[config.mk]
export PLATFORM = sky130hd
export DESIGN_NAME = lbist_session_ctrl
export DESIGN_NICKNAME = d
export VERILOG_FILES = /design/src/rtl/lbist_session_ctrl.sv
export SDC_FILE = /design/constraint.sdc
export NUM_CORES = 1
export LEC_CHECK = 0
export CORE_MARGIN = 2
export CORE_UTILIZATION = 46
export DETAILED_ROUTE_END_ITERATION = 16
export PLACE_DENSITY = 0.67
export RECOVER_POWER = 25
export SLEW_MARGIN = 0
export SYNTH_ARGS = -nofsm -noshare
export SYNTH_HDL_FRONTEND = slang
export SYNTH_SLANG_ARGS = --single-unit
export TNS_END_PERCENT = 10
[constraint.sdc]
create_clock -name clk_i -period 2.5 [get_ports clk_i]
set_clock_uncertainty 0.05 [all_clocks]
set_input_delay 0.5 -clock clk_i [delete_from_list [all_inputs] [get_ports clk_i]]
set_output_delay 0.5 -clock clk_i [all_outputs]
set_load 0.1 [all_outputs]
[src/rtl/lbist_session_ctrl.sv]
// lbist_session_ctrl
//   Sequences one logic-BIST session on a core: holds test mode for a setup
//   window, waits in RUN for the core's test-complete flag (or a timeout),
//   then reports the verdict and keeps pass/fail session tallies.
// Ports
//   clk_i, rst_i            clock, asynchronous active-high reset
//   start_i, mode_i         session request / normal_test value for the session
//   abort_i, clear_i        cancel the session / zero the tallies
//   func_clock_en_i         functional clock enable, used when no session runs
//   go_nogo_i, test_over_i  core verdict (1 = pass) and core completion flag
//   test_mode_o, normal_test_o, clock_en_o   controls into the core
//   busy_o, done_o, pass_o, timeout_o        session status
//   pass_cnt_o, fail_cnt_o                   saturating session tallies
module lbist_session_ctrl #(
  parameter int SETUP_CYCLES   = 4,
  parameter int TIMEOUT_CYCLES = 65535,
  parameter int CNT_WIDTH      = 8
) (
  input  logic                 clk_i,
  input  logic                 rst_i,
  input  logic                 start_i,
  input  logic                 mode_i,
  input  logic                 abort_i,
  input  logic                 clear_i,
  input  logic                 func_clock_en_i,
  input  logic                 go_nogo_i,
  input  logic                 test_over_i,
  output logic                 test_mode_o,
  output logic                 normal_test_o,
  output logic                 clock_en_o,
  output logic                 busy_o,
  output logic                 done_o,
  output logic                 pass_o,
  output logic                 timeout_o,
  output logic [CNT_WIDTH-1:0] pass_cnt_o,
  output logic [CNT_WIDTH-1:0] fail_cnt_o
);

  localparam logic [1:0] S_IDLE  = 2'd0;
  localparam logic [1:0] S_SETUP = 2'd1;
  localparam logic [1:0] S_RUN   = 2'd2;
  localparam logic [1:0] S_DONE  = 2'd3;

  // Terminal counts: the counters start at 0 on entry to their state.
  localparam logic [7:0]  SETUP_LAST = 8'(SETUP_CYCLES - 1);
  localparam logic [15:0] RUN_LAST   = 16'(TIMEOUT_CYCLES - 1);

  logic [1:0]           state_q, state_d;
  logic [7:0]           setup_cnt_q, setup_cnt_d;
  logic [15:0]          run_cnt_q, run_cnt_d;
  logic                 mode_q, mode_d;
  logic                 over_q;
  logic                 pass_q, pass_d;
  logic                 timeout_q, timeout_d;
  logic [CNT_WIDTH-1:0] pass_cnt_q, pass_cnt_d;
  logic [CNT_WIDTH-1:0] fail_cnt_q, fail_cnt_d;
  logic                 test_mode_q, test_mode_d;
  logic                 normal_q, normal_d;
  logic                 done_q, done_d;
  logic                 pass_inc, fail_inc;
  logic                 over_rise;

  // Completion is an edge, so a flag left high from a previous test
  // cannot end the new session immediately.
  assign over_rise = test_over_i & ~over_q;

  always_comb begin
    state_d     = state_q;
    setup_cnt_d = setup_cnt_q;
    run_cnt_d   = run_cnt_q;
    mode_d      = mode_q;
    pass_d      = pass_q;
    timeout_d   = timeout_q;
    pass_inc    = 1'b0;
    fail_inc    = 1'b0;
    case (state_q)
      S_IDLE, S_DONE: begin
        if (start_i) begin
          state_d     = S_SETUP;
          setup_cnt_d = '0;
          mode_d      = mode_i;
          pass_d      = 1'b0;
          timeout_d   = 1'b0;
        end
      end
      S_SETUP: begin
        if (abort_i) begin
          state_d = S_IDLE;
        end else if (setup_cnt_q == SETUP_LAST) begin
          state_d   = S_RUN;
          run_cnt_d = '0;
        end else begin
          setup_cnt_d = setup_cnt_q + 8'd1;
        end
      end
      default: begin // S_RUN; abort beats completion beats timeout
        if (abort_i) begin
          state_d = S_IDLE;
        end else if (over_rise) begin
          state_d  = S_DONE;
          pass_d   = go_nogo_i;
          pass_inc = go_nogo_i;
          fail_inc = ~go_nogo_i;
        end else if (run_cnt_q == RUN_LAST) begin
          state_d   = S_DONE;
          pass_d    = 1'b0;
          timeout_d = 1'b1;
          fail_inc  = 1'b1;
        end else begin
          run_cnt_d = run_cnt_q + 16'd1;
        end
      end
    endcase
  end

  // Tallies saturate at all-ones; clear wins over a same-cycle increment.
  always_comb begin
    pass_cnt_d = pass_cnt_q;
    fail_cnt_d = fail_cnt_q;
    if (clear_i) begin
      pass_cnt_d = '0;
      fail_cnt_d = '0;
    end else begin
      if (pass_inc && !(&pass_cnt_q)) pass_cnt_d = pass_cnt_q + 1'b1;
      if (fail_inc && !(&fail_cnt_q)) fail_cnt_d = fail_cnt_q + 1'b1;
    end
  end

  // Output registers are loaded from the next state so they line up with it.
  always_comb begin
    test_mode_d = (state_d == S_SETUP) || (state_d == S_RUN);
    normal_d    = test_mode_d & mode_d;
    done_d      = (state_d == S_DONE);
  end

  always_ff @(posedge clk_i or posedge rst_i) begin
    if (rst_i) begin
      state_q     <= S_IDLE;
      setup_cnt_q <= '0;
      run_cnt_q   <= '0;
      mode_q      <= 1'b0;
      over_q      <= 1'b0;
      pass_q      <= 1'b0;
      timeout_q   <= 1'b0;
      pass_cnt_q  <= '0;
      fail_cnt_q  <= '0;
      test_mode_q <= 1'b0;
      normal_q    <= 1'b0;
      done_q      <= 1'b0;
    end else begin
      state_q     <= state_d;
      setup_cnt_q <= setup_cnt_d;
      run_cnt_q   <= run_cnt_d;
      mode_q      <= mode_d;
      over_q      <= test_over_i;
      pass_q      <= pass_d;
      timeout_q   <= timeout_d;
      pass_cnt_q  <= pass_cnt_d;
      fail_cnt_q  <= fail_cnt_d;
      test_mode_q <= test_mode_d;
      normal_q    <= normal_d;
      done_q      <= done_d;
    end
  end

  assign test_mode_o   = test_mode_q;
  assign normal_test_o = normal_q;
  assign busy_o        = test_mode_q;
  assign done_o        = done_q;
  assign pass_o        = pass_q;
  assign timeout_o     = timeout_q;
  assign pass_cnt_o    = pass_cnt_q;
  assign fail_cnt_o    = fail_cnt_q;
  // Core clock is forced on for the whole session, functional otherwise.
  assign clock_en_o    = test_mode_q | func_clock_en_i;

endmodule

==> out/qor_table.md, run 1 <==
| Quantity | Value | Unit |
|---|---|---|
| Die boundary width | 81.7 | um |
| Area share of the largest cell type after synthesis | 44.1 | % |
| Synth Register Bits | 49 | - |
| Final weighted congestion of routability-driven global placement | 0.827 | - |
| CP cell instances | dlygate4sd3_1 > nor2b_1 > o32a_1 > or4_1 > a21oi_1 | - |
| DIE HEIGHT | 81.7 | um |
| Largest delay contributor family on the critical path | simple AND/OR/NAND/NOR gates | - |
| Cts-stage hold buffer count | 0 | - |
| Number of warnings issued by yosys | 0 | - |
| Post-route fraction of the period consumed by the critical path | 92.3 | % |
| Period minus WS final | 2.31 | ns |
| Site row count | 28 | - |
| Power Dens Cells | 825 | nW/um2 |
| Core Area | 5890 | um2 |
| Reg-to-reg startpoint | run_cnt_q[0] | - |
| Maximum achievable frequency | 433 | MHz |
| Final worst-path setup slack | 0.193 | ns |
| Minimum hold slack | 0.458 | ns |
| Worst Hold End | mode_q | - |
| Final-layout fill cell count | 531 | - |
| Seq/Total Area, Yosys | 44.1 | % |
| Number of top-level design ports | 32 | - |
| Final Slew Violations | 0 | - |
| Crit end category | register | - |
| Type of the worst setup path | input pin to register | - |
| Number of max-cap violations | 0 | - |
| Antenna diodes | 0 | - |
| Post-CTS Setup Repair Bufs | 0 | - |
| Total die area | 6680 | um2 |
| Post-synthesis area per instance | 9.46 | um2 |
| CP peak stage delay | 0.58 | ns |
| Synth area leader | dfrtp_1 | - |
| Post-CTS sizing | 0 | - |
| Number of DRC markers in iteration 0 | 91 | - |
| First-pass GRT wire length | 10.4 | mm |
| Critical path startpoint category | input pin | - |
| Starting Density | 47.2 | % |
| Growth of design area from synthesis to finish | 19.0 | % |
| Arrival time worst endpoint | 2.49 | ns |
| Vias in the first global route | 2228 | - |
| DRC | 0 | - |
| Routed wire length per instance | 14.4 | um |
| Number of antenna violations at the first check in global routing | 0 | - |
| Remaining global-route overflow | 0 | - |
| First-pass iteration count of the detailed router | 4 | - |
| Share of final-layout standard cells stronger than drive strength 1 | 18.4 | % |
| Total routed wirelength | 6.00 | mm |
| Outcome | finished, final reports clean | - |
| Largest driver fanout on the critical path | 19 | - |
| Static leakage power | 0.00141 | uW |
| Clock latency on the worst-skew pair | 0.30 | ns |
| Clock buffer count from CTS | 5 | - |
| Clock root cell | clkbuf_8 | - |
| Hold wc startpoint | mode_q | - |
| Number of enable flip-flop cells after synthesis | 0 | - |
| Max clock buf depth | 2 | - |
| Count of clock tree sinks | 49 | - |
| Antenna Nets Post-Route | 0 | - |
| Total via count in the routed design | 2381 | - |
| Slowest library cell on the worst path | dlygate4sd3_1 | - |
| Most numerous cell types in the synthesized netlist | dfrtp_1, nor2_1, a21oi_1, nand2_1, nand3_1 | - |
| Port Buf Inserts | 31 | - |
| Clock-pin slew reported for the worst setup and hold paths after clock tree synthesis | 0.10 | ns |
| Syn_nets | 311 | - |
| Max-Slew Margin vs Limit | 49.0 | % |
| Slack of the worst reg-to-reg path | 0.24 | ns |
| Proportion of synthesized flip-flops having asynchronous set or reset | 100 | % |
| Top flip-flop cell by instance count after synthesis | dfrtp_1 | - |
| Endpoint required time on the critical path | 2.68 | ns |
| Setup repair after global routing missed its margin | no | - |
| Cell area after synthesis | 2780 | um2 |
| Final Net Count | 358 | - |
| Number of cells produced by synthesis | 294 | - |
| Number of distinct library cells after synthesis | 53 | - |
| Crit path buf inv count | 1 | - |
| Worst hold path stage count | 1 | - |
| Final-report hold violation count | 0 | - |
| Tightest Hold Check Type | register to register | - |
| Endpoint of the most critical register-to-register path | run_cnt_q[3] | - |
| Transition time at the pin with the least slew margin | 0.765 | ns |
| Peak VDD IR | 0.626 | mV |
| Leading cell types by total area after synthesis | dfrtp_1, a21oi_1, o31ai_1 | - |
| Most used standard cell by instance count after synthesis | dfrtp_1 | - |
| Final setup vio count | 0 | - |
| Path depth of the worst reg2reg path | 8 | - |
| Total number of H-tree levels | 2 | - |
| TritonCTS clock tree | built | - |
| Largest net degree at the start of global routing | 31 | - |
| Total half-perimeter wirelength after legalization and detailed placement | 4.34 | mm |
| Worst slack at placement | -0.00985 | ns |
| Average vias per placed instance | 5.71 | - |
| All-Layer GR Usage | 19.7 | % |
## cells by family after synthesis
logic type                 count (synthesis)  share of synthesized area, %
buffers and inverters                     21                          3.69
and+or+nand+nor                          124                          25.1
muxes                                      7                          2.61
adders and majority gates                  8                          3.60
DFF                                       49                          44.1
AOI/OAI and AO/OA                         75                          17.8
xor gates and xnor gates                  10                          3.15
## how the worst max path moves through the flow
stage / startpoint / to / slack [ns] / cells after the start
global route: run_cnt_q[0] / run_cnt_q[3] / 0.008 / 8
CTS: run_cnt_q[2] / normal_test_o / 0.17 / 7
finish: test_over_i / run_cnt_q[10] / 0.19 / 5
global placement: test_over_i / run_cnt_q[10] / 0.03 / 5
floorplan: pass_cnt_o[0] / pass_cnt_o[5] / 0.11 / 6
detailed placement: test_over_i / run_cnt_q[10] / -0.01 / 5
## final cells by class
| class | count | area [um2] | share of cell area, % |
|---|---|---|---|
| multi-input cells | 224 | 1450 | 43.9 |
| flip-flops and latches | 49 | 1230 | 37.1 |
| repair buffers | 51 | 413 | 12.5 |
| well taps | 75 | 93.8 | 2.84 |
| clock buffers | 6 | 72.6 | 2.19 |
| inverters | 10 | 37.5 | 1.13 |
| clock inverters | 2 | 15.0 | 0.454 |
## through the flow
step                cells  setup TNS [ns]  instance area, um2  power, uW  util, %
global route          417               0                3310       2940     56.2
floorplan             294               0                2780       1910        -
CTS                   417               0                3320       2760     56.5
global placement      409               0                3240       2270     55.0
finish                417               0                3310       2730     56.2
detailed placement    409         -0.0104                3240       2280     55.0
## metal layers
layer / track usage (%) / part of all wire, %
met5: 0 / 0
met1: 28.5 / 49
met2: 30.3 / 46
met4: 4.17 / 0.62
met3: 4.62 / 3.5
## state kept, by name, summed over array words and instances (netlist names)
register	cells
run_cnt_q	16
fail_cnt_o	8
pass_cnt_o	8
setup_cnt_q	8
state_q	2
busy_o	1
done_o	1
mode_q	1
normal_test_o	1
over_q	1
pass_o	1
timeout_o	1
## where the power goes
group	leakage [uW]	total, uW	internal (uW)	switching (uW)
clock	0.0000374	466	198	268
sequential	0.000660	1020	907	117
combinational	0.000710	1240	430	809
## placed cells by master (no fill, tap or decap), types with 4 or more instances in the layout
| master | synthesis | layout |
|---|---|---|
| a21oi_1 | 25 | 25 |
| buf_4 | 2 | 41 |
| clkbuf_8 | 0 | 5 |
| clkdlybuf4s50_1 | 0 | 6 |
| dfrtp_1 | 49 | 49 |
| ha_1 | 8 | 8 |
| inv_1 | 10 | 10 |
| mux2i_1 | 5 | 5 |
| nand2_1 | 19 | 19 |
| nand2b_1 | 4 | 4 |
| nand3_1 | 17 | 17 |
| nand4_1 | 10 | 10 |
| nor2_1 | 28 | 28 |
| nor3_1 | 5 | 5 |
| o21ai_0 | 9 | 8 |
| o31ai_1 | 16 | 16 |
| or4_1 | 16 | 16 |
| xnor2_1 | 8 | 8 |
Power figures use the tool's default switching activity.
==> run 2: changes to the inputs <==
CORE_UTILIZATION = 50   (was 46)
PLACE_DENSITY = 0.74   (was 0.67)
RECOVER_POWER = 50   (was 25)
clock period = 2 ns   (was 2.5 ns; I/O delays follow)
==> run 2 against run 1 <==
Against the previous run:
- the run now ends with setup timing left
- worst hold slack got worse by 0.0059 ns
- sequential power increased by 23%
- critical path type is now register to register
- non-clock buffer count increased by 66
- final cell count increased by 15%
- flip-flop and latch count unchanged
- wire length increased by 31%
- die area decreased by 7.6%
- core utilization increased by 21 points
- sequential share of layout area decreased by 7.3 points
- cell area increased by 27%
==> out/qor_table.md, run 2 (same netlist as run 1, synthesis figures left out) <==
| Quantity | Value | Unit | vs previous |
|---|---|---|---|
| Commonest non-fill, non-tap cells in the layout | buf_4, dfrtp_1, nor2_1 | - |  |
| FF/Latch Area | 1250 | um2 | +1.8% |
| Clock buffer count from CTS | 5 | - | unchanged |
| Cts-stage hold buffer count | 0 | - | unchanged |
| All-Layer GR Usage | 26.5 | % | +6.7 points |
| Power Dens Cells | 991 | nW/um2 | +20% |
| Clock latency on the worst-skew pair | 0.31 | ns | about the same |
| Final setup vio count | 12 | - | +12 |
| CP peak stage delay | 0.43 | ns | -0.15 ns |
| First-pass GRT wire length | 13.0 | mm | +25% |
| Total cell area at the placement stage | 3860 | um2 | +19% |
| Count of clock tree sinks | 49 | - | unchanged |
| Share of final-layout standard cells stronger than drive strength 1 | 42.5 | % | +24 points |
| Tightest Hold Check Type | register to register | - |  |
| Setup repair after global routing missed its margin | yes | - |  |
| Final-report hold violation count | 0 | - | unchanged |
| Growth of design area from synthesis to finish | 50.8 | % |  |
| Number of antenna violations at the first check in global routing | 0 | - | unchanged |
| Total half-perimeter wirelength after legalization and detailed placement | 5.31 | mm | +22% |
| Crit path buf inv count | 2 | - | +1 |
| Final worst-path setup slack | -0.105 | ns | -0.298 ns |
| Failing checks | setup timing | - |  |
| Final-layout fill cell count | 346 | - | -35% |
| Flip-flop count of the largest register, all copies and words added | 16 | - | unchanged |
| Antenna Nets Post-Route | 0 | - | unchanged |
| Transition time at the pin with the least slew margin | 1.20 | ns | +0.431 ns |
| Port Buf Inserts | 31 | - | unchanged |
| Most common library cell in the layout ignoring fill and taps | buf_4 | - |  |
| Core Area | 5440 | um2 | -7.6% |
| Slowest library cell on the worst path | or3_4 | - |  |
| Crit end category | register | - |  |
| Total routed wirelength | 7.87 | mm | +31% |
| Maximum achievable frequency | 475 | MHz |  |
| Minimum hold slack | 0.452 | ns | -0.00590 ns |
| Remaining global-route overflow | 0 | - | unchanged |
| Period minus WS final | 2.11 | ns |  |
| Type of the worst setup path | register to register | - |  |
| Setup TNS after final layout | -0.516 | ns | -0.516 ns |
| Total via count in the routed design | 2793 | - | +17% |
| Final std cell area, no fill | 4190 | um2 | +27% |
| Largest register by flop count | run_cnt_q | - |  |
| Number of DRC markers in iteration 0 | 164 | - | +80% |
| TritonCTS clock tree | built | - |  |
| Static leakage power | 0.00177 | uW | +26% |
| Average vias per placed instance | 5.81 | - | +1.7% |
| Max clock buf depth | 2 | - | unchanged |
| Die boundary width | 78.6 | um | -3.9% |
| Clock root cell | clkbuf_8 | - |  |
| Final Net Count | 425 | - | +19% |
| Post-route fraction of the period consumed by the critical path | 105 | % |  |
| Endpoint required time on the critical path | 2.18 | ns | -0.50 ns |
| Largest driver fanout on the critical path | 6 | - | -13 |
| Clock-pin slew reported for the worst setup and hold paths after clock tree synthesis | 0.09 | ns | about the same |
| Largest net degree at the start of global routing | 50 | - | +61% |
| Routed wire length per instance | 16.4 | um | +14% |
| Peak VDD IR | 1.19 | mV | +91% |
| Outcome | finished, violations left | - |  |
| Number of max-cap violations | 0 | - | unchanged |
| Starting Density | 51.1 | % | +3.9 points |
| First-pass iteration count of the detailed router | 4 | - | unchanged |
| Number of top-level design ports | 32 | - | unchanged |
| Critical path startpoint category | register | - |  |
| Arrival time worst endpoint | 2.29 | ns | -0.20 ns |
| DRC | 0 | - | unchanged |
| Vias in the first global route | 2889 | - | +30% |
| DIE HEIGHT | 78.6 | um | -3.9% |
| Final Slew Violations | 0 | - | unchanged |
| Site row count | 27 | - | -3.6% |
| CP cell instances | nand4_2 > or3_4 > buf_6 > o21a_4 > buf_6 > or3_4 > a21oi_2 | - |  |
| Combined area of the multi-input logic cells | 1610 | um2 | +11% |
| Total number of H-tree levels | 2 | - | unchanged |
| Total die area | 6170 | um2 | -7.6% |
| Antenna diodes | 0 | - | unchanged |
| Max-Slew Margin vs Limit | 20.2 | % | -29 points |
| Largest delay contributor family on the critical path | simple AND/OR/NAND/NOR gates | - |  |
| Final weighted congestion of routability-driven global placement | 0.817 | - | -1.2% |
## run 2: path summary, 6_finish.rpt
kind | start | to | slack (ns) | cells after the start
hold reg to reg | mode_q | mode_q | 0.45 | 1
max in group asynchronous | rst_i | pass_cnt_o[0] | 0.29 | 3
setup / recovery | run_cnt_q[3] | fail_cnt_o[0] | -0.11 | 7
min in group asynchronous | rst_i | pass_cnt_o[4] | 0.75 | 3
setup reg to reg | run_cnt_q[3] | fail_cnt_o[0] | -0.11 | 7
hold / removal | mode_q | mode_q | 0.45 | 1
## run 2: layout make-up
| type | count | area share, % |
|---|---|---|
| inverters | 10 | 0.955 |
| flip-flops and latches | 49 | 29.8 |
| multi-input cells | 225 | 38.5 |
| clock inverters | 2 | 0.836 |
| clock buffers | 6 | 1.73 |
| well taps | 72 | 2.15 |
| repair buffers | 117 | 26.1 |
## run 2: routing by layer
layer  track usage [%]  vias up  wire (um)
li1                  -     1329          -
met3              4.25       25        297
met1              32.7     1364       3290
met2              45.1       75       4050
met4              12.6        0        229
met5                 0        -          0
## run 2: through the flow
step	instances	setup slack, ns	total power (uW)	util [%]
floorplan	294	-0.120	2390	-
global placement	465	-0.281	3160	71.0
detailed placement	465	-0.341	3230	71.0
CTS	479	-0.0724	4050	75.7
global route	481	-0.144	4360	77.1
finish	481	-0.105	4150	77.1
## run 2: report_power, final
group | total, uW | switching (uW) | internal, uW
Sequential | 1250 | 115 | 1130
Clock | 710 | 338 | 372
Combinational | 2190 | 1260 | 933
Total | 4150 | 1720 | 2440
## run 2: repair_timing
item	CTS	global route
pin swaps	29	16
endpoints found under the setup margin	24	36
buffers inserted	5	2
resized for setup	23	24
cloned	1	0
==> run 3: changes to the inputs <==
PLACE_DENSITY = 0.71   (was 0.74)
REMOVE_ABC_BUFFERS = 1   (was default)
clock period = 2.6 ns   (was 2 ns; I/O delays follow)
==> run 3 against run 2 <==
Against the previous run:
- via count decreased by 15%
- highest routed layer unchanged
- core utilization decreased by 18 points
- flip-flop and latch count did not move
- wire length shrank 24%
- sequential share of layout area increased by 8.2 points
- the run now ends clean
- final cell count decreased by 15%
- power decreased by 39%
- critical path depth decreased by 1
- combinational power fell by 50%
- critical endpoint is now run_cnt_q[10]
- non-clock buffer count shrank 72
==> out/qor_table.md, run 3 (same netlist as run 1, synthesis figures left out) <==
| Quantity | Value | Unit | vs previous |
|---|---|---|---|
| Outcome | finished, final reports clean | - |  |
| Max clock buf depth | 2 | - | unchanged |
| DIE HEIGHT | 78.6 | um | unchanged |
| Core Area | 5440 | um2 | unchanged |
| Setup TNS after final layout | 0 | ns | +0.516 ns |
| Final Instance Count excl. Fillers | 408 | - | -15% |
| Total instance count after detailed placement | 400 | - | -14% |
| Slack of the worst reg-to-reg path | 0.19 | ns | +0.29 ns |
| Remaining global-route overflow | 0 | - | unchanged |
| Type of the worst setup path | register to register | - |  |
| Path depth of the worst reg2reg path | 6 | - | -1 |
| Post-layout utilization of the core | 59.3 | % | -18 points |
| Largest net degree at the start of global routing | 25 | - | -50% |
| Post-CTS Setup Repair Bufs | 0 | - | -5 |
| Final Net Count | 352 | - | -17% |
| First-pass GRT wire length | 10.4 | mm | -20% |
| Number of top-level design ports | 32 | - | unchanged |
| Antenna diodes | 0 | - | unchanged |
| Post-CTS sizing | 0 | - | -100% |
| Clock buffer count from CTS | 5 | - | unchanged |
| Die boundary width | 78.6 | um | unchanged |
| Crit end category | register | - |  |
| Total die area | 6170 | um2 | unchanged |
| Worst Hold End | mode_q | - |  |
| Endpoint of the most critical register-to-register path | run_cnt_q[10] | - |  |
| Final setup vio count | 0 | - | -12 |
| Clock root cell | clkbuf_8 | - |  |
| Final std cell area, no fill | 3230 | um2 | -23% |
| All-Layer GR Usage | 21.0 | % | -5.5 points |
| TritonCTS clock tree | built | - |  |
| Period minus WS final | 2.41 | ns | +0.305 ns |
| Count of clock tree sinks | 49 | - | unchanged |
| Maximum achievable frequency | 415 | MHz | -13% |
| Final weighted congestion of routability-driven global placement | 0.790 | - | -3.3% |
| Total via count in the routed design | 2367 | - | -15% |
| Number of DRC markers in iteration 0 | 176 | - | +7.3% |
| Share of final-layout standard cells stronger than drive strength 1 | 13.7 | % | -29 points |
| DRC | 0 | - | unchanged |
| Growth of design area from synthesis to finish | 16.0 | % |  |
| Setup repair after global routing missed its margin | no | - |  |
| Largest register by flop count | run_cnt_q | - |  |
| Starting Density | 51.1 | % | unchanged |
| Total routed wirelength | 5.97 | mm | -24% |
| Critical path startpoint category | register | - |  |
| Flip-flop count of the largest register, all copies and words added | 16 | - | unchanged |
| Commonest non-fill, non-tap cells in the layout | dfrtp_1, nor2_1, a21oi_1 | - |  |
| Minimum hold slack | 0.453 | ns | +0.00116 ns |
| First-pass iteration count of the detailed router | 4 | - | unchanged |
| Number of antenna violations at the first check in global routing | 0 | - | unchanged |
| Worst hold path stage count | 1 | - | unchanged |
| Clock-pin slew reported for the worst setup and hold paths after clock tree synthesis | 0.09 | ns | about the same |
| Transition time at the pin with the least slew margin | 1.18 | ns | -0.0171 ns |
| Arrival time worst endpoint | 2.59 | ns | +0.30 ns |
| Total cell area at the placement stage | 3190 | um2 | -17% |
| Site row count | 27 | - | unchanged |
| Post-route fraction of the period consumed by the critical path | 92.7 | % | -13 points |
| Routed wire length per instance | 14.6 | um | -11% |
| Total half-perimeter wirelength after legalization and detailed placement | 4.35 | mm | -18% |
| Max-Slew Margin vs Limit | 21.7 | % | +1.5 points |
| Reg-to-reg startpoint | setup_cnt_q[0] | - |  |
| Hold wc startpoint | mode_q | - |  |
| Static leakage power | 0.00135 | uW | -24% |
| Cts-stage hold buffer count | 0 | - | unchanged |
| Number of max-cap violations | 0 | - | unchanged |
| Peak VDD IR | 0.794 | mV | -34% |
| Vias in the first global route | 2228 | - | -23% |
| Power Dens Cells | 785 | nW/um2 | -21% |
| Endpoint required time on the critical path | 2.78 | ns | +0.60 ns |
| Final-report hold violation count | 0 | - | unchanged |
| Port Buf Inserts | 31 | - | unchanged |
| Average vias per placed instance | 5.80 | - | about the same |
| Final Slew Violations | 0 | - | unchanged |
| Total number of H-tree levels | 2 | - | unchanged |
| Most common library cell in the layout ignoring fill and taps | dfrtp_1 | - |  |
| Antenna Nets Post-Route | 0 | - | unchanged |
| Largest driver fanout on the critical path | 21 | - | +15 |
| Tightest Hold Check Type | register to register | - |  |
| Clock latency on the worst-skew pair | 0.30 | ns | about the same |
## run 3: changes by cell type in the layout (fill, tap and decap cells not counted), sizes merged
cell,delta
o21a,-1
buf,-83
inv,+1
clkdlybuf4s50,-2
clkbuf,+9
dlygate4sd3,+2
clkinvlp,+1
dlymetal6s4s,+1
bufinv,-1
## run 3: layout make-up
cell class                 instances  area (um2)
clock buffer                       5        68.8
clock inverter                     3        17.5
fill                             490        2210
inverter                          10        37.5
multi-input combinational        224        1450
sequential                        49        1230
tap                               72        90.1
timing repair buffer              45         334
## run 3: layer usage
metal  vias to the layer above  wire, um  global-route usage [%]  share of wire (%)
met4                         0        46                    5.61               0.77
li1                       1181         -                       -                  -
met1                      1132      2850                    29.7                 48
met3                         4       236                    4.37                4.0
met2                        50      2830                    32.7                 47
met5                         -         0                       0                  0
## run 3: worst max-delay path by stage
stage / depth (start not counted) / slack [ns] / end / startpoint
floorplan: 1 / -0.10 / clock_en_o / busy_o
global placement: 5 / 0.07 / run_cnt_q[14] / test_over_i
detailed placement: 5 / 0.05 / run_cnt_q[10] / test_over_i
CTS: 6 / 0.20 / run_cnt_q[10] / setup_cnt_q[0]
global route: 6 / 0.04 / run_cnt_q[11] / setup_cnt_q[1]
finish: 6 / 0.19 / run_cnt_q[10] / setup_cnt_q[0]
## run 3: stage by stage
stage	total power [uW]	setup WS, ns
after floorplan	1800	-0.100
after global placement	2120	0.0708
after detailed placement	2140	0.0511
after CTS	2590	0.201
after global routing	2710	0.0355
final	2530	0.190
## run 3: power by group
group | total (uW) | internal, uW | switching (uW)
clock | 445 | 186 | 258
combinational | 1090 | 331 | 760
sequential | 997 | 873 | 125
total | 2530 | 1390 | 1140
## run 3: worst max-delay path, cell delays in order (launching register included)
cell	delay, ns
dfrtp_1	0.41
ha_1	0.22
nor4b_4	0.36
a21oi_2	0.13
o32a_1	0.43
or4_1	0.59
a21oi_1	0.15
